===== src/rtl/vend_pkg.sv =====
// Shared types and constants for the vending dispense scheduler.
package vend_pkg;

    typedef enum logic [2:0] {
        IDLE,
        GRANT,
        VEND_START,
        VEND_WAIT_HI,
        VEND_WAIT_LO,
        CHANGE,
        DONE,
        FAULT
    } vend_state_e;

    localparam logic [5:0] COIN5         = 6'd5;
    localparam logic [5:0] COIN10        = 6'd10;
    localparam int         DEFAULT_PRICE = 25;

endpackage


===== src/rtl/vend_rr_arbiter.sv =====
// Round-robin arbiter: the panel after the last winner has the highest priority.
// The pointer moves to the current grant only when advance is pulsed.
module vend_rr_arbiter
    import vend_pkg::*;
#(
    parameter int NUM_PANELS = 4
) (
    input  logic                  clock,
    input  logic                  reset,
    input  logic [NUM_PANELS-1:0] req,
    input  logic                  advance,
    output logic [NUM_PANELS-1:0] grant
);

    localparam int PTR_W = (NUM_PANELS > 1) ? $clog2(NUM_PANELS) : 1;

    logic [PTR_W-1:0] last_q;
    logic [PTR_W-1:0] grant_idx;
    logic             found;

    // Scan from the panel after the last winner, wrapping, and take the first requester.
    // NOTE: every variable written here gets a default first so no path can infer a latch.
    always_comb begin
        logic [PTR_W-1:0] idx;
        grant     = '0;
        grant_idx = '0;
        found     = 1'b0;
        idx       = '0;
        for (int k = 1; k <= NUM_PANELS; k++) begin
            idx = PTR_W'((int'(last_q) + k) % NUM_PANELS);
            if (!found && req[idx]) begin
                grant[idx] = 1'b1;
                grant_idx  = idx;
                found      = 1'b1;
            end
        end
    end

    // Pointer register; reset value makes panel 0 the first in line.
    // NOTE: sequential state uses non-blocking assignments so every register samples pre-edge values.
    always_ff @(posedge clock) begin
        if (reset) begin
            last_q <= PTR_W'(NUM_PANELS - 1);
        end else if (advance && found) begin
            last_q <= grant_idx;
        end
    end

endmodule


===== src/rtl/vend_dispense_scheduler.sv =====
// Shares one dispenser motor and one change hopper between several coin panels.
// Optional audit counters (vend_count, change_paid) are built when the macro
// VEND_SCHED_AUDIT_EN is defined; the default build omits them.
module vend_dispense_scheduler
    import vend_pkg::*;
#(
    parameter int NUM_PANELS  = 4,
    parameter int PRICE       = DEFAULT_PRICE,
    parameter int TIMEOUT_CYC = 10
) (
    input  logic                    clock,
    input  logic                    reset,
    input  logic [NUM_PANELS-1:0]   req,
    input  logic [6*NUM_PANELS-1:0] credit,
    output logic [NUM_PANELS-1:0]   gnt,
    output logic [NUM_PANELS-1:0]   done,
    output logic                    motor_start,
    input  logic                    motor_busy,
    output logic                    hopper_pay10,
    output logic                    hopper_pay5,
    input  logic                    hopper_ack,
    output logic                    fault,
    output logic                    busy
`ifdef VEND_SCHED_AUDIT_EN
   ,output logic [15:0]             vend_count,
    output logic [15:0]             change_paid
`endif
);

    localparam int               TMO_W    = $clog2(TIMEOUT_CYC + 1);
    localparam logic [TMO_W-1:0] TMO_LAST = TMO_W'(TIMEOUT_CYC - 1);
    localparam logic [5:0]       PRICE_C  = 6'(PRICE);

    vend_state_e           state_q, state_d;
    logic [NUM_PANELS-1:0] winner_q;
    logic [5:0]            change_q;
    logic [TMO_W-1:0]      tmo_q;
    logic                  tmo_hit;
    logic [NUM_PANELS-1:0] arb_req;
    logic [NUM_PANELS-1:0] arb_grant;
    logic [5:0]            credit_win;
    logic [5:0]            change_init;
    logic [5:0]            coin_val;
    logic                  coin_ack;

    // While idle the arbiter sees the live requests; during service it sees only
    // the held winner, so the DONE-cycle advance moves the pointer onto that winner.
    assign arb_req = (state_q == IDLE) ? req : winner_q;

    vend_rr_arbiter #(
        .NUM_PANELS (NUM_PANELS)
    ) u_arbiter (
        .clock   (clock),
        .reset   (reset),
        .req     (arb_req),
        .advance (state_q == DONE),
        .grant   (arb_grant)
    );

    // The counter holds the cycles already spent in the state; FAULT is taken
    // on the edge where it would reach TIMEOUT_CYC without the awaited event.
    assign tmo_hit  = (tmo_q == TMO_LAST);
    assign coin_val = (change_q >= COIN10) ? COIN10 : COIN5;
    assign coin_ack = (state_q == CHANGE) && hopper_ack && (change_q >= COIN5);

    // Winner's credit and the change owed for it (full refund when short of the price).
    always_comb begin
        credit_win = '0;
        for (int i = 0; i < NUM_PANELS; i++) begin
            if (winner_q[i]) begin
                credit_win = credit_win | credit[i*6 +: 6];
            end
        end
        change_init = (credit_win >= PRICE_C) ? (credit_win - PRICE_C) : credit_win;
    end

    // State register.
    always_ff @(posedge clock) begin
        if (reset) begin
            state_q <= IDLE;
        end else begin
            state_q <= state_d;
        end
    end

    // Next-state logic and Moore outputs decoded from the current state.
    always_comb begin
        state_d      = state_q;
        gnt          = '0;
        done         = '0;
        motor_start  = 1'b0;
        hopper_pay10 = 1'b0;
        hopper_pay5  = 1'b0;
        fault        = 1'b0;
        busy         = (state_q != IDLE);
        case (state_q)
            IDLE: begin
                if (|req) state_d = GRANT;
            end
            GRANT: begin
                gnt     = winner_q;
                state_d = (credit_win >= PRICE_C) ? VEND_START : CHANGE;
            end
            VEND_START: begin
                gnt         = winner_q;
                motor_start = 1'b1;
                state_d     = VEND_WAIT_HI;
            end
            VEND_WAIT_HI: begin
                gnt = winner_q;
                if (motor_busy)   state_d = VEND_WAIT_LO;
                else if (tmo_hit) state_d = FAULT;
            end
            VEND_WAIT_LO: begin
                gnt = winner_q;
                if (!motor_busy)  state_d = CHANGE;
                else if (tmo_hit) state_d = FAULT;
            end
            CHANGE: begin
                gnt = winner_q;
                if (change_q >= COIN10)     hopper_pay10 = 1'b1;
                else if (change_q >= COIN5) hopper_pay5  = 1'b1;
                if (change_q < COIN5) state_d = DONE;
                else if (tmo_hit)     state_d = FAULT;
            end
            DONE: begin
                gnt     = winner_q;
                done    = winner_q;
                state_d = IDLE;
            end
            FAULT: begin
                fault = 1'b1;
            end
            default: state_d = IDLE;
        endcase
    end

    // Datapath: winner latch, change register and handshake timeout counter.
    always_ff @(posedge clock) begin
        if (reset) begin
            winner_q <= '0;
            change_q <= '0;
            tmo_q    <= '0;
        end else begin
            if (state_q == IDLE && |req) begin
                winner_q <= arb_grant;
            end
            if (state_q == GRANT) begin
                change_q <= change_init;
            end else if (coin_ack) begin
                change_q <= change_q - coin_val;
            end
            if (state_d != state_q) begin
                tmo_q <= '0;
            end else if (state_q inside {VEND_WAIT_HI, VEND_WAIT_LO, CHANGE}) begin
                tmo_q <= tmo_q + 1'b1;
            end
        end
    end

`ifdef VEND_SCHED_AUDIT_EN
    logic [16:0] paid_sum;
    assign paid_sum = {1'b0, change_paid} + 17'(coin_val);

    // Audit counters: dispenses and coin value paid, both saturating at all-ones.
    always_ff @(posedge clock) begin
        if (reset) begin
            vend_count  <= '0;
            change_paid <= '0;
        end else begin
            if (motor_start && vend_count != 16'hFFFF) begin
                vend_count <= vend_count + 16'd1;
            end
            if (coin_ack) begin
                change_paid <= paid_sum[16] ? 16'hFFFF : paid_sum[15:0];
            end
        end
    end
`endif

endmodule


===== config.mk =====
export PLATFORM = sky130hd
export DESIGN_NAME = vend_dispense_scheduler
export DESIGN_NICKNAME = d
export VERILOG_FILES = /design/src/rtl/vend_pkg.sv /design/src/rtl/vend_rr_arbiter.sv /design/src/rtl/vend_dispense_scheduler.sv
export SDC_FILE = /design/constraint.sdc
export NUM_CORES = 1
export LEC_CHECK = 0
export ABC_AREA = 1
export CELL_PAD_IN_SITES_DETAIL_PLACEMENT = 1
export CELL_PAD_IN_SITES_GLOBAL_PLACEMENT = 1
export CORE_ASPECT_RATIO = 1.5
export CORE_MARGIN = 1.5
export CORE_UTILIZATION = 25
export DETAILED_ROUTE_END_ITERATION = 8
export PLACE_DENSITY = 0.66
export SYNTH_ARGS = -nofsm -noshare
export SYNTH_HDL_FRONTEND = slang
export SYNTH_SLANG_ARGS = --single-unit

===== constraint.sdc =====
create_clock -name clock -period 5.61 [get_ports clock]
set_input_delay 1.122 -clock clock [delete_from_list [all_inputs] [get_ports clock]]
set_output_delay 1.122 -clock clock [all_outputs]
set_load 0.02 [all_outputs]

==> metrics.txt <==
# TYPE chip_impl_metric gauge
chip_impl_info{name="outcome",value="complete, no violations"} 1
chip_impl_metric{name="synth.top_cell.area_share",unit=""} 0.1698
chip_impl_metric{name="synthesized_instance_count",unit=""} 367
chip_impl_metric{name="globalRoute.totalOverflow",unit=""} 0
chip_impl_metric{name="clock_insertion_delay_worst_skew",unit="ns"} 0.26
chip_impl_metric{name="finalNetCount",unit=""} 453
chip_impl_metric{name="p_leak",unit="uW"} 0.001337
chip_impl_info{name="post_synth_main_area_contributors",value="sky130_fd_sc_hd__dfxtp_1, sky130_fd_sc_hd__nand2_1, sky130_fd_sc_hd__nand3_1"} 1
chip_impl_metric{name="fillCellCount",unit=""} 1137
chip_impl_metric{name="met2RoutedLength",unit="mm"} 3.953
chip_impl_metric{name="post-route-util",unit=""} 0.3241
chip_impl_metric{name="path_clk_slew",unit="ns"} 0.06
chip_impl_metric{name="synth_register_bits",unit=""} 19
chip_impl_metric{name="initial_core_util",unit=""} 0.2552
chip_impl_metric{name="finalWorstPathRequiredPeriod",unit="ns"} 3.644
chip_impl_metric{name="finalSetupTns",unit="ns"} 0
chip_impl_info{name="routed.top_layer",value="met4"} 1
chip_impl_metric{name="cts_setup_buffers",unit=""} 0
chip_impl_info{name="crit_path_start_kind",value="flip-flop"} 1
chip_impl_metric{name="drt-wirelength-per-cell",unit="um"} 13.44
chip_impl_info{name="yosysMostFrequentCell",value="sky130_fd_sc_hd__nand2_1"} 1
chip_impl_metric{name="antenna_violating_nets_remaining",unit=""} 0
chip_impl_metric{name="synth-seq-area-share",unit=""} 0.1698
chip_impl_metric{name="area.sequential",unit="sq um"} 380.4
chip_impl_metric{name="pin_count_of_the_biggest_net_entering_global_routing",unit=""} 17
chip_impl_metric{name="worst_slew_margin_rel",unit=""} 0.4296
chip_impl_metric{name="peak_freq",unit="MHz"} 274.4
chip_impl_info{name="unrepaired_setup_endpoints_after_global_routing",value="no"} 1
chip_impl_metric{name="dr.pass1.iters",unit=""} 4
chip_impl_metric{name="drt-met1-wl",unit="mm"} 2.806
chip_impl_metric{name="chipWidth",unit="um"} 80.28
chip_impl_metric{name="die_area",unit="sq um"} 9547
chip_impl_metric{name="postLayoutCellArea",unit="sq um"} 2844
chip_impl_info{name="clk_root_buffer_cell",value="sky130_fd_sc_hd__clkbuf_16"} 1
chip_impl_metric{name="first_global_vias",unit=""} 2598
chip_impl_metric{name="maxCapViolCount",unit=""} 0
chip_impl_metric{name="synthesis.nets",unit=""} 412
chip_impl_metric{name="drv_slew",unit=""} 0
chip_impl_info{name="min-delay-path-class",value="reg -> reg"} 1
chip_impl_info{name="criticalPathCategory",value="reg -> out"} 1
chip_impl_metric{name="synth_area_per_cell",unit="sq um"} 6.103
chip_impl_info{name="most_common_library_cells_after_synthesis",value="sky130_fd_sc_hd__nand2_1, sky130_fd_sc_hd__inv_1, sky130_fd_sc_hd__nand3_1, sky130_fd_sc_hd__nor2_1, sky130_fd_sc_hd__o21ai_0"} 1
chip_impl_metric{name="synth_enable_flop_cells",unit=""} 0
chip_impl_metric{name="mappedNetlistArea",unit="sq um"} 2240
chip_impl_metric{name="grt_first_pass_wirelength",unit="mm"} 12.25
chip_impl_metric{name="antenna_cells",unit=""} 0
chip_impl_metric{name="io_pins",unit=""} 45
chip_impl_metric{name="crit_fanout",unit=""} 16
chip_impl_info{name="synth_largest_area_cell",value="sky130_fd_sc_hd__dfxtp_1"} 1
chip_impl_metric{name="finalClockSkew",unit="ns"} 0.003591
chip_impl_metric{name="clock_sink_count",unit=""} 19
chip_impl_metric{name="final_layout_size_suffix_gt1_frac",unit=""} 0.1204
chip_impl_metric{name="timing.final.setup_violations",unit=""} 0
chip_impl_metric{name="clk_path_buf_depth",unit=""} 2
chip_impl_metric{name="fin_crit_sh",unit=""} 0.6496
chip_impl_metric{name="dr.first_iter.drc_count",unit=""} 94
chip_impl_metric{name="cts-resized-gates",unit=""} 0
chip_impl_metric{name="count_of_cell_types_in_the_netlist",unit=""} 36
chip_impl_metric{name="global_route_usage_sum",unit=""} 0.1607
chip_impl_metric{name="grt_antenna_before_repair",unit=""} 0
chip_impl_metric{name="via_per_inst",unit=""} 4.667
chip_impl_metric{name="routabilityCongestion",unit=""} 0.8589
chip_impl_metric{name="p_per_area",unit="nW/um^2"} 572.5
chip_impl_metric{name="multi_input_comb_area",unit="sq um"} 1599
chip_impl_metric{name="worstMarginPinSlew",unit="ns"} 0.8484
chip_impl_metric{name="placement.cell_area",unit="sq um"} 2764
chip_impl_metric{name="core-area",unit="sq um"} 8776
chip_impl_metric{name="number_of_buffers_inserted_during_clock_tree_synthesis",unit=""} 3
chip_impl_metric{name="final_worst_slack",unit="ns"} 1.966
chip_impl_metric{name="asyncSetResetFlopFracSynth",unit=""} 0
chip_impl_metric{name="dp_hpwl",unit="mm"} 5.889
chip_impl_info{name="yosys_most_used_dff",value="sky130_fd_sc_hd__dfxtp_1"} 1
chip_impl_metric{name="finalHoldViolations",unit=""} 0
chip_impl_metric{name="dp_worst_setup_slack",unit="ns"} 2.191
chip_impl_metric{name="via_count",unit=""} 2413
chip_impl_metric{name="synthToLayoutAreaGrowth",unit="%"} 26.98
chip_impl_metric{name="worst_ep_required_time",unit="ns"} 4.49
chip_impl_metric{name="fp-row-count",unit=""} 42
chip_impl_info{name="setup.worst_path.end_class",value="output port"} 1
chip_impl_metric{name="met3WireLength",unit="um"} 117
chip_impl_metric{name="vdd_drop_max",unit="mV"} 0.2261
chip_impl_metric{name="cts.hold.buffers_added",unit=""} 0
chip_impl_metric{name="io_buf_count",unit=""} 44
chip_impl_metric{name="worst-endpoint-arrival",unit="ns"} 2.52
chip_impl_metric{name="ctsHtreeMaxLevel",unit=""} 1
chip_impl_info{name="tritoncts",value="done"} 1
chip_impl_metric{name="route.detailed.drc",unit=""} 0
chip_impl_metric{name="yosys_warnings",unit=""} 0
chip_impl_metric{name="drt-total-wl",unit="mm"} 6.949
chip_impl_metric{name="fp.dieH",unit="um"} 118.9
==> critical path, stage by stage (launching register included) <==
cell and delay, ns:
sky130_fd_sc_hd__dfxtp_1 0.35, sky130_fd_sc_hd__inv_2 0.29, sky130_fd_sc_hd__nor3_1 0.15, sky130_fd_sc_hd__nand3b_2 0.33
sky130_fd_sc_hd__nor3_1 0.49, sky130_fd_sc_hd__nor2_1 0.09, sky130_fd_sc_hd__clkdlybuf4s50_1 0.56
==> routing by layer <==
metal / vias up / GRT usage
li1: 1261 / -
met1: 1125 / 0.1763
met2: 23 / 0.3188
met3: 4 / 0.01149
met4: 0 / 0.03987
met5: - / 0
==> placed cells by master (no fill, tap or decap), drive strengths merged, types with 3 or more instances in the layout <==
cell,count
o21ai,20
nand2,106
inv,54
dfxtp,19
a21oi,18
xnor2,4
clkdlybuf4s50,44
ha,12
clkbuf,3
nor2,49
nand3,55
nand4,5
==> cell type report <==
| class | instances | area share |
|---|---|---|
| flip-flops and latches | 19 | 0.1337 |
| well taps | 110 | 0.04839 |
| clock buffers | 3 | 0.02640 |
| repair buffers | 44 | 0.1549 |
| clock inverters | 1 | 0.001760 |
| inverters | 55 | 0.07259 |
| multi-input cells | 285 | 0.5623 |
==> registers in the layout, summed over array words and instances (netlist names) <==
signal,flops
change_q,6
state_q,3
tmo_q,4
u_arbiter.last_q,2
winner_q,4
==> cell families (layout without fill, tap and decap cells) <==
kind of cell / after synthesis / after routing / synth area share
AOI/OAI and AO/OA: 48 / 48 / 0.1274
adders and majority gates: 13 / 13 / 0.07598
DFF: 19 / 19 / 0.1698
buffers and inverters: 63 / 103 / 0.1162
xor gates and xnor gates: 4 / 4 / 0.01564
and+or+nand+nor: 220 / 220 / 0.4950
==> final timing paths <==
kind                                   end  depth (start not counted)                     start  slack, ns
setup / recovery                    gnt[1]                          6     state_q[2]$_SDFF_PP0_       1.97
hold / removal       tmo_q[3]$_SDFFE_PP0P_                          3     tmo_q[3]$_SDFFE_PP0P_       0.54
setup reg to reg  change_q[4]$_SDFFE_PP0P_                         14  change_q[4]$_SDFFE_PP0P_       2.85
hold reg to reg      tmo_q[3]$_SDFFE_PP0P_                          3     tmo_q[3]$_SDFFE_PP0P_       0.54
==> per-stage QoR <==
| stage | instances | hold WS (ns) | power, uW |
|---|---|---|---|
| 6_report | 517 | 0.5390 | 1628 |
| 5_1_grt | 517 | 0.5922 | 1832 |
| 4_1_cts | 517 | 0.5478 | 1655 |
| 3_5_place_dp | 513 | 0.5392 | 1488 |
| 3_3_place_gp | 513 | 0.5232 | 1452 |
| 2_1_floorplan | 367 | 0.5059 | 1188 |
==> power breakdown <==
group | leakage, uW | total, uW | internal, uW | switching, uW
registers | 0.000156 | 259 | 181 | 77.6
clock network | 0.0000409 | 157 | 96.0 | 60.5
logic | 0.00114 | 1210 | 428 | 785
total | 0.00134 | 1630 | 705 | 923
Power figures use the tool's default switching activity.
